## src/rtl/rca64_issue_capture.sv

```systemverilog
// Operand register and result capture around an external 64-bit ripple-carry adder.
// Operands are held stable for SETTLE_CYCLES edges before the adder outputs are sampled.
`timescale 1ns/1ps

module rca64_issue_capture #(
    parameter int unsigned SETTLE_CYCLES = 4
) (
    input  logic        clk,
    input  logic        rst_n,
    input  logic        in_valid,
    output logic        in_ready,
    input  logic [63:0] in_a,
    input  logic [63:0] in_b,
    input  logic        in_cin,
    output logic [63:0] add_a,
    output logic [63:0] add_b,
    output logic        add_cin,
    input  logic [63:0] add_sum,
    input  logic        add_cout,
    output logic        out_valid,
    input  logic        out_ready,
    output logic [63:0] out_sum,
    output logic        out_cout,
    output logic        out_ovf,
    output logic [15:0] op_count
);

    localparam logic [7:0] SETTLE_LOAD = 8'(SETTLE_CYCLES);

    typedef enum logic [1:0] {
        IDLE   = 2'd0,
        SETTLE = 2'd1,
        HOLD   = 2'd2
    } state_t;

    state_t      state_q, state_d;
    logic [7:0]  cnt_q, cnt_d;
    logic [63:0] add_a_q, add_a_d;
    logic [63:0] add_b_q, add_b_d;
    logic        add_cin_q, add_cin_d;
    logic [63:0] out_sum_q, out_sum_d;
    logic        out_cout_q, out_cout_d;
    logic        out_ovf_q, out_ovf_d;
    logic        out_valid_q, out_valid_d;
    logic [15:0] op_count_q, op_count_d;
    logic        in_ready_c;
    logic        ovf_c;

    assign ovf_c = (add_a_q[63] == add_b_q[63]) && (add_sum[63] != add_a_q[63]);

    always_comb begin
        state_d     = state_q;
        cnt_d       = cnt_q;
        add_a_d     = add_a_q;
        add_b_d     = add_b_q;
        add_cin_d   = add_cin_q;
        out_sum_d   = out_sum_q;
        out_cout_d  = out_cout_q;
        out_ovf_d   = out_ovf_q;
        out_valid_d = out_valid_q;
        op_count_d  = op_count_q;
        in_ready_c  = 1'b0;

        case (state_q)
            IDLE: begin
                in_ready_c = 1'b1;
            end
            SETTLE: begin
                if (cnt_q > 8'd1) begin
                    cnt_d = cnt_q - 8'd1;
                end else begin
                    cnt_d       = '0;
                    out_sum_d   = add_sum;
                    out_cout_d  = add_cout;
                    out_ovf_d   = ovf_c;
                    out_valid_d = 1'b1;
                    state_d     = HOLD;
                end
            end
            HOLD: begin
                in_ready_c = out_ready;
                if (out_ready) begin
                    op_count_d  = op_count_q + 16'd1;
                    out_valid_d = 1'b0;
                    state_d     = IDLE;
                end
            end
            default: begin
                state_d = IDLE;
            end
        endcase

        // An accept overrides the HOLD->IDLE release so both happen on one edge.
        if (in_valid && in_ready_c) begin
            add_a_d   = in_a;
            add_b_d   = in_b;
            add_cin_d = in_cin;
            cnt_d     = SETTLE_LOAD;
            state_d   = SETTLE;
        end
    end

    always_ff @(posedge clk or negedge rst_n) begin
        if (!rst_n) begin
            state_q     <= IDLE;
            cnt_q       <= '0;
            add_a_q     <= '0;
            add_b_q     <= '0;
            add_cin_q   <= 1'b0;
            out_sum_q   <= '0;
            out_cout_q  <= 1'b0;
            out_ovf_q   <= 1'b0;
            out_valid_q <= 1'b0;
            op_count_q  <= '0;
        end else begin
            state_q     <= state_d;
            cnt_q       <= cnt_d;
            add_a_q     <= add_a_d;
            add_b_q     <= add_b_d;
            add_cin_q   <= add_cin_d;
            out_sum_q   <= out_sum_d;
            out_cout_q  <= out_cout_d;
            out_ovf_q   <= out_ovf_d;
            out_valid_q <= out_valid_d;
            op_count_q  <= op_count_d;
        end
    end

    assign in_ready  = in_ready_c;
    assign add_a     = add_a_q;
    assign add_b     = add_b_q;
    assign add_cin   = add_cin_q;
    assign out_valid = out_valid_q;
    assign out_sum   = out_sum_q;
    assign out_cout  = out_cout_q;
    assign out_ovf   = out_ovf_q;
    assign op_count  = op_count_q;

endmodule

```

## config.mk

```make
export PLATFORM = sky130hd
export DESIGN_NAME = rca64_issue_capture
export DESIGN_NICKNAME = d
export VERILOG_FILES = /design/src/rtl/rca64_issue_capture.sv
export SDC_FILE = /design/constraint.sdc
export NUM_CORES = 1
export LEC_CHECK = 0
export CAP_MARGIN = 20
export CORE_AREA = 3 3 158 160
export CTS_CLUSTER_DIAMETER = 120
export DETAILED_ROUTE_END_ITERATION = 12
export DIE_AREA = 0 0 161 163
export GPL_ROUTABILITY_DRIVEN = 0
export PLACE_DENSITY_LB_ADDON = 0.05
export SLEW_MARGIN = 20
export SYNTH_ARGS = -nofsm -noshare
export SYNTH_HDL_FRONTEND = slang
export SYNTH_SLANG_ARGS = --single-unit
export TNS_END_PERCENT = 10
```

## constraint.sdc

```tcl
create_clock -name clk -period 2.53 [get_ports clk]
set_clock_uncertainty 0.15 [all_clocks]
set_input_delay 0.253 -clock clk [delete_from_list [all_inputs] [get_ports clk]]
set_output_delay 0.253 -clock clk [all_outputs]
set_load 0.01 [all_outputs]
```

==> key figures, run 1 <==
Synthesis
  – Simple logic cell fraction of the synthesized area: 0.0360
  – Proportion of synthesized flip-flops having asynchronous set or reset: 1.00
  – Avg Inst Size Synth: about 16 um^2
  – Dominant cells by area after synthesis: dfrtp_1, mux2_2, mux2_4, xnor2_1, nand2_1
  – Number of flops mapped to enable cells by yosys: 0
  – Number of warnings printed during yosys synthesis: 0
  – Adder and majority cell fraction of the synthesized area: 0.00439
  – Post-synth top area cell: dfrtp_1
  – Multiplexer share of the synthesized area: 0.266
  – Share of the yosys chip area belonging to registers: 0.650
  – Complex-gate fraction of the synthesized area: 0.0114
  – Most used standard cell by instance count after synthesis: dfrtp_1
  – Synthesized flop and latch total: ~220
  – Net count after synthesis: approximately 730
  – Xor and xnor fraction of the mapped netlist area: 0.0174
  – Dominant synthesized flop cell: dfrtp_1
  – Largest family of logic cells by synthesized area: multiplexers
  – Post-synthesis cell count: about 530
  – Post-synthesis instance area: 0.00854 mm^2
  – Share of Yosys cell area claimed by the top area cell type: 0.650
  – Distinct cell type count after synthesis: 35
  – Commonest cells in the netlist: dfrtp_1, mux2_2, mux2_4

Clocking
  – Clock Pin Slew Worst Setup and Hold Paths: 0.06 ns
  – Clk sinks: 222
  – Insertion delay of the later-clocked pin in the worst-skew pair: 0.50 ns
  – Clock buffer count from CTS: 25
  – Maximum root-to-sink buffer count: 3
  – CTS resizes: 0
  – CTS tree: done
  – CTS HTree Levels: 1
  – Clock tree root buffer cell: clkbuf_16
  – Post-CTS setup buffer count: 0

Pwr
  – Maximum vdd ir drop: between 700 and 800 uV
  – Power Density: 1270 mW/mm^2
  – Leak pwr: 5.98 nW

Floorplanning
  – Die footprint: 0.0262 mm^2
  – Core region area: between 0.02 and 0.025 mm^2
  – Die span in x: 161 um
  – Initial core utilization: 0.363
  – Overall die height: 163 um
  – Total I/O pin count: around 400
  – Number of standard-cell rows in the floorplan: 56

Timing
  – Highest attainable clock frequency: 427 MHz
  – Total of endpoints with negative setup slack in the final report: 0
  – Remaining max-slew budget at the tightest pin: 0.610
  – Share of the clock period used by the worst path: 0.926
  – Hold Violations, Final: 0
  – Period minus WS final: approximately 2.3 ns
  – Sum of negative setup slack: 0 ns
  – Worst slew pin tran: 0.584 ns
  – RSZ-0062 raised after global routing: false
  – Final Slew Violations: 0

GRT
  – First-pass GRT wire length: 39400 um
  – Vias in the first global route: 6825
  – Antenna violations before repair: 2
  – Total routing resource utilization after global routing: 0.191
  – Pin count of the biggest net entering global routing: between 60 and 70
  – Overflow left after global routing: 0

Min path
  – Worst min-delay path category: in -> async

Critical path
  – Worst reg-to-reg setup slack: roughly 0.19 ns
  – Cell with the biggest individual delay on the critical path: or4_1
  – Sort of element at the start of the critical path: flip-flop
  – Depth of the most critical reg-to-reg path: 5
  – Origin of the worst setup path: cnt_q[4]
  – Critical Path RT: around 2.8 ns
  – Nature of the critical path endpoint: flip-flop
  – CP Capture Point: out_sum[48]
  – Worst path cell trace: or4_1 -> nor4_4 -> nand2_4 -> buf_4 -> mux2_4
  – Endpoint of the worst register-to-register path: out_sum[48]
  – Maximum fanout along the worst path: 10
  – Worst R2R Start: cnt_q[4]
  – Endpoint arrival time on the critical path: 2.58 ns
  – Peak per-stage delay on the critical path: 0.61 ns
  – Type of the worst setup path: reg -> reg

Cells and area
  – Count of non-filler cells in the finished layout: 1303
  – Relative area change from synthesis to final layout: 64.2%
  – Fin util: 0.596
  – Fraction of final layout cells sized beyond drive strength 1: 0.263
  – Layout Nets: ~1200

Routing
  – Drt total wl: 25700 um
  – DRT antenna net count: 0
  – DRC violation total after the first TritonRoute iteration: 191
  – DR pass1 iterations: 4
  – Post-detailed-route via-to-cell ratio: between 4 and 5
  – Post-route DRC: 0
  – Count of vias placed by the detailed router: between 6000 and 7000
  – Wire per inst: 19.7 um

Outcome
  – Result of the run: finished clean

Run
  – Number of violations of the max-capacitance limit: 0

Placed design
  – Post-detailed-placement half-perimeter wirelength: roughly 20000 um
  – Count of input and output buffers: 410
  – Number of cells in the design after placement: 1256
sequential cells by signal, summed over array words and instances (netlist names):
register	flops
add_a	64
add_b	64
add_cin	1
cnt_q	8
op_count	16
out_cout	1
out_ovf	1
out_sum	64
out_valid	1
state_q	2
worst min path at each step:
stage / from / end / slack (ns) / depth (start not counted)
6_report: rst_n / op_count[10] / 0.13 / 2
5_1_grt: rst_n / op_count[14] / 0.15 / 2
4_1_cts: rst_n / op_count[10] / 0.14 / 2
3_5_place_dp: rst_n / op_count[10] / 0.09 / 1
3_3_place_gp: rst_n / op_count[10] / 0.08 / 1
2_1_floorplan: rst_n / add_a[0] / -0.19 / 0
metal layers:
layer / vias up / track usage / routed length, um / part of all wire
met5: - / 0 / 0 / 0
met4: 0 / 0.0548 / 520 / 0.020
met3: 33 / 0.0750 / 2580 / 0.10
met2: 267 / 0.354 / 13800 / 0.54
met1: 2969 / 0.202 / 8790 / 0.34
li1: 2744 / - / - / -
cell families (layout without fill, tap and decap cells):
kind of cell,Yosys count,after routing
AOI/OAI and AO/OA,14,14
buffers and inverters,25,474
adders and majority gates,3,3
xor gates and xnor gates,17,17
DFF,222,222
and+or+nand+nor,56,56
other,0,2
muxes,196,196
per-stage QoR:
step	hold WS, ns	area [um^2]	setup slack, ns	power [mW]
4_1_cts	0.137	14000	0.187	18.1
6_report	0.130	14000	0.187	17.8
3_3_place_gp	0.0774	13200	0.268	14.1
5_1_grt	0.153	14000	0.133	18.8
3_5_place_dp	0.0891	13200	0.201	14.3
2_1_floorplan	-0.193	8540	0.219	9.59
power by group:
part | total (mW) | internal (mW) | switching (mW)
Sequential | 6.22 | 5.26 | 0.954
Clock | 3.66 | 2.25 | 1.41
Combinational | 7.95 | 4.95 | 2.99
Total | 17.8 | 12.5 | 5.36
repair_timing:
| item | CTS | global route |
|---|---|---|
| hold buffers | 1 | 0 |
| setup endpoints to repair | 0 | 0 |
| hold endpoints to repair | 155 | 0 |
critical path, delay by kind of cell, from the launching register on:
family | cells | cell delay [ns]
buffers and inverters | 1 | 0.24
DFF | 1 | 0.42
muxes | 1 | 0.31
and+or+nand+nor | 3 | 1.10
cell usage in the layout, fill, tap and decap left out, types with 3 or more instances in the layout:
cell and instances:
clkdlybuf4s50_1 409, dfrtp_1 222, mux2_2 178, clkbuf_16 25, mux2_4 18, nand2_1 15
xnor2_1 11, nor2_1 9, buf_4 9, clkinv_2 8, buf_12 8, nand3_1 7
xor2_1 6, clkbuf_8 5, o31ai_1 3, and3_1 3, nand4_1 3, o21ai_0 3
ha_1 3, bufinv_16 3
layout make-up:
type	count	area, um^2
sequential	222	5560
tap	319	399
inverter	2	7.51
timing repair buffer	428	4350
clock inverter	12	138
fill	1868	9520
multi-input combinational	286	2870
antenna	2	5.00
clock buffer	32	702
(Power assumes the default switching activity.)
==> inputs of run 2 (changes only) <==
--- a/config.mk
+++ b/config.mk
@@ -12,6 +12,7 @@
 export DIE_AREA = 0 0 161 163
 export GPL_ROUTABILITY_DRIVEN = 0
 export PLACE_DENSITY_LB_ADDON = 0.05
+export SETUP_SLACK_MARGIN = 0.1
 export SLEW_MARGIN = 20
 export SYNTH_ARGS = -nofsm -noshare
 export SYNTH_HDL_FRONTEND = slang
==> results of run 2 <==
The final DEF is identical to that of run 1; final timing and power are the same.
==> inputs of run 3 (changes only) <==
--- a/config.mk
+++ b/config.mk
@@ -11,7 +11,9 @@
 export DETAILED_ROUTE_END_ITERATION = 12
 export DIE_AREA = 0 0 161 163
 export GPL_ROUTABILITY_DRIVEN = 0
+export GPL_TIMING_DRIVEN = 0
 export PLACE_DENSITY_LB_ADDON = 0.05
+export REMOVE_ABC_BUFFERS = 1
 export SETUP_SLACK_MARGIN = 0.1
 export SLEW_MARGIN = 20
 export SYNTH_ARGS = -nofsm -noshare
==> key figures, run 3 (synthesis results as in run 1) <==
Critical path
  – Nature of the critical path endpoint: flip-flop (unchanged)
  – Depth of the most critical reg-to-reg path: 6 (was 5)
  – Maximum fanout along the worst path: 18 (was 10)
  – Sort of element at the start of the critical path: flip-flop (unchanged)
  – Type of the worst setup path: reg -> reg (unchanged)
  – Critical Path RT: 2.78 ns (was 2.77 ns)
  – Endpoint arrival time on the critical path: 2.62 ns (was 2.58 ns)

Routing
  – DRC violation total after the first TritonRoute iteration: 236 (was 191)
  – DRT antenna net count: 0 (unchanged)
  – Count of vias placed by the detailed router: 6044 (was 6013)
  – Post-route DRC: 0 (unchanged)
  – Post-detailed-route via-to-cell ratio: 4.61 (about the same)
  – DR pass1 iterations: 4 (unchanged)
  – Drt total wl: 26000 um (was 25700 um)
  – Wire per inst: 19.8 um (was 19.7 um)

GRT
  – Total routing resource utilization after global routing: 0.190 (was 0.191)
  – Vias in the first global route: 6814 (was 6825)
  – Antenna violations before repair: 1 (was 2)
  – Met1 track utilization from global routing: 0.208 (was 0.202)
  – Most Crowded Layer GR: met2 (unchanged)
  – Pin count of the biggest net entering global routing: 101 (was 63)
  – GRT met3 Usage: 0.0661 (was 0.0750)
  – Overflow left after global routing: 0 (unchanged)
  – Met2 track demand over resource: 0.352 (was 0.354)
  – First-pass GRT wire length: 39300 um (was 39400 um)

Timing
  – Final Slew Violations: 0 (unchanged)
  – Post-route worst setup slack: 0.164 ns (was 0.187 ns)
  – Period minus WS final: 2.37 ns (was 2.34 ns)
  – Worst slew pin tran: 0.762 ns (was 0.584 ns)
  – RSZ-0062 raised after global routing: true (was false)
  – Share of the clock period used by the worst path: 0.935 (was 0.926)
  – Highest attainable clock frequency: 423 MHz (was 427 MHz)
  – Hold Violations, Final: 0 (unchanged)
  – Sum of negative setup slack: 0 ns (unchanged)
  – Total of endpoints with negative setup slack in the final report: 0 (unchanged)
  – Remaining max-slew budget at the tightest pin: 0.488 (was 0.610)

Cells and area
  – Top library cells by usage in the layout, fill and taps aside: clkdlybuf4s50_1, dfrtp_1, mux2_2 (unchanged)
  – Post-route design area: 0.0142 mm^2 (was 0.0140 mm^2)
  – Commonest non-fill, non-tap cell in the layout: clkdlybuf4s50_1 (unchanged)
  – Relative area change from synthesis to final layout: 66.3% (was 64.2%)
  – Count of non-filler cells in the finished layout: 1311 (was 1303)
  – Layout Nets: 1173 (was 1166)
  – Fraction of final layout cells sized beyond drive strength 1: 0.268 (was 0.263)

Clocking
  – Clock Pin Slew Worst Setup and Hold Paths: 0.06 ns (about the same)
  – Clock tree root buffer cell: clkbuf_16 (unchanged)
  – CTS tree: done (unchanged)
  – Insertion delay of the later-clocked pin in the worst-skew pair: 0.52 ns (was 0.50 ns)
  – Maximum root-to-sink buffer count: 3 (unchanged)
  – Clk sinks: 222 (unchanged)
  – Clock buffer count from CTS: 26 (was 25)
  – CTS HTree Levels: 1 (unchanged)

Placed design
  – Placed inst area: 0.0132 mm^2 (about the same)
  – Number of cells in the design after placement: 1252 (was 1256)
  – Pre-CTS worst setup slack: -0.555 ns (was 0.201 ns)
  – Post-detailed-placement half-perimeter wirelength: 19300 um (was 19600 um)
  – Count of input and output buffers: 410 (unchanged)

Min path
  – Worst min-delay path category: in -> async (unchanged)

Pwr
  – Power Density: 1280 mW/mm^2 (was 1270 mW/mm^2)
  – Maximum vdd ir drop: 782 uV (was 717 uV)
  – Overall power of the completed layout: 18.2 mW (was 17.8 mW)
  – Leak pwr: 6.06 nW (was 5.98 nW)

Floorplanning
  – Overall die height: 163 um (unchanged)
  – Die footprint: 0.0262 mm^2 (unchanged)
  – Total I/O pin count: 411 (unchanged)
  – Initial core utilization: 0.363 (unchanged)
  – Core region area: 0.0235 mm^2 (unchanged)
  – Number of standard-cell rows in the floorplan: 56 (unchanged)
  – Die span in x: 161 um (unchanged)

Run
  – Number of violations of the max-capacitance limit: 0 (unchanged)

Outcome
  – Result of the run: finished clean (unchanged)
## run 3: cell type report
cell class | count | area (um^2)
Inverter | 2 | 7.51
Tap cell | 319 | 399
Multi-Input combinational cell | 287 | 2900
Sequential cell | 222 | 5560
Clock buffer | 39 | 771
Timing Repair Buffer | 433 | 4480
Clock inverter | 8 | 90.1
Fill cell | 1895 | 9330
Antenna cell | 1 | 2.50
## run 3: path summary, 6_finish.rpt
kind	start	to	slack [ns]
hold / removal	rst_n	op_count[9]	0.02
setup reg to reg	cnt_q[4]	out_sum[56]	0.16
setup / recovery	cnt_q[4]	out_sum[56]	0.16
hold reg to reg	out_valid	out_valid	0.33
min in group clk	in_a[31]	add_a[31]	0.19
max in group asynchronous	rst_n	add_a[50]	1.40
## run 3: routing by layer
layer	share of wire	vias up	wire [um]
li1	-	2755	-
met1	0.36	3021	9300
met2	0.54	237	14000
met3	0.083	31	2160
met4	0.020	0	515
met5	0	-	0
## run 3: what timing repair did
| action | in CTS | in global routing |
|---|---|---|
| buffers inserted | 3 | 0 |
| endpoints found under the hold margin | 222 | 0 |
| pin swaps | 2 | 0 |
| gates cloned | 1 | 6 |
| endpoints found under the setup margin | 91 | 53 |
| hold buffers | 1 | 0 |
| resized for setup | 3 | 5 |
## run 3: power by group
part	total, mW	leakage, nW	internal [mW]	switching (mW)
combinational	8.21	2.99	5.11	3.10
sequential	6.19	2.64	5.26	0.930
clock	3.74	0.429	2.29	1.45
total	18.2	6.06	12.7	5.48
## run 3: through the flow
| stage | hold slack (ns) | utilization |
|---|---|---|
| detailed placement | -0.0362 | 0.559 |
| global placement | 0.316 | 0.549 |
| floorplan | -0.193 | - |
| CTS | 0.00580 | 0.599 |
| finish | 0.0204 | 0.604 |
| global route | 0.0230 | 0.604 |
## run 3: worst max-delay path, stage by stage, from the launching register on
cell and delay, ns:
dfrtp_1 0.42, or4_4 0.61, nor4_4 0.15, buf_4 0.20
nand2_8 0.16, clkbuf_16 0.25, mux2_4 0.29
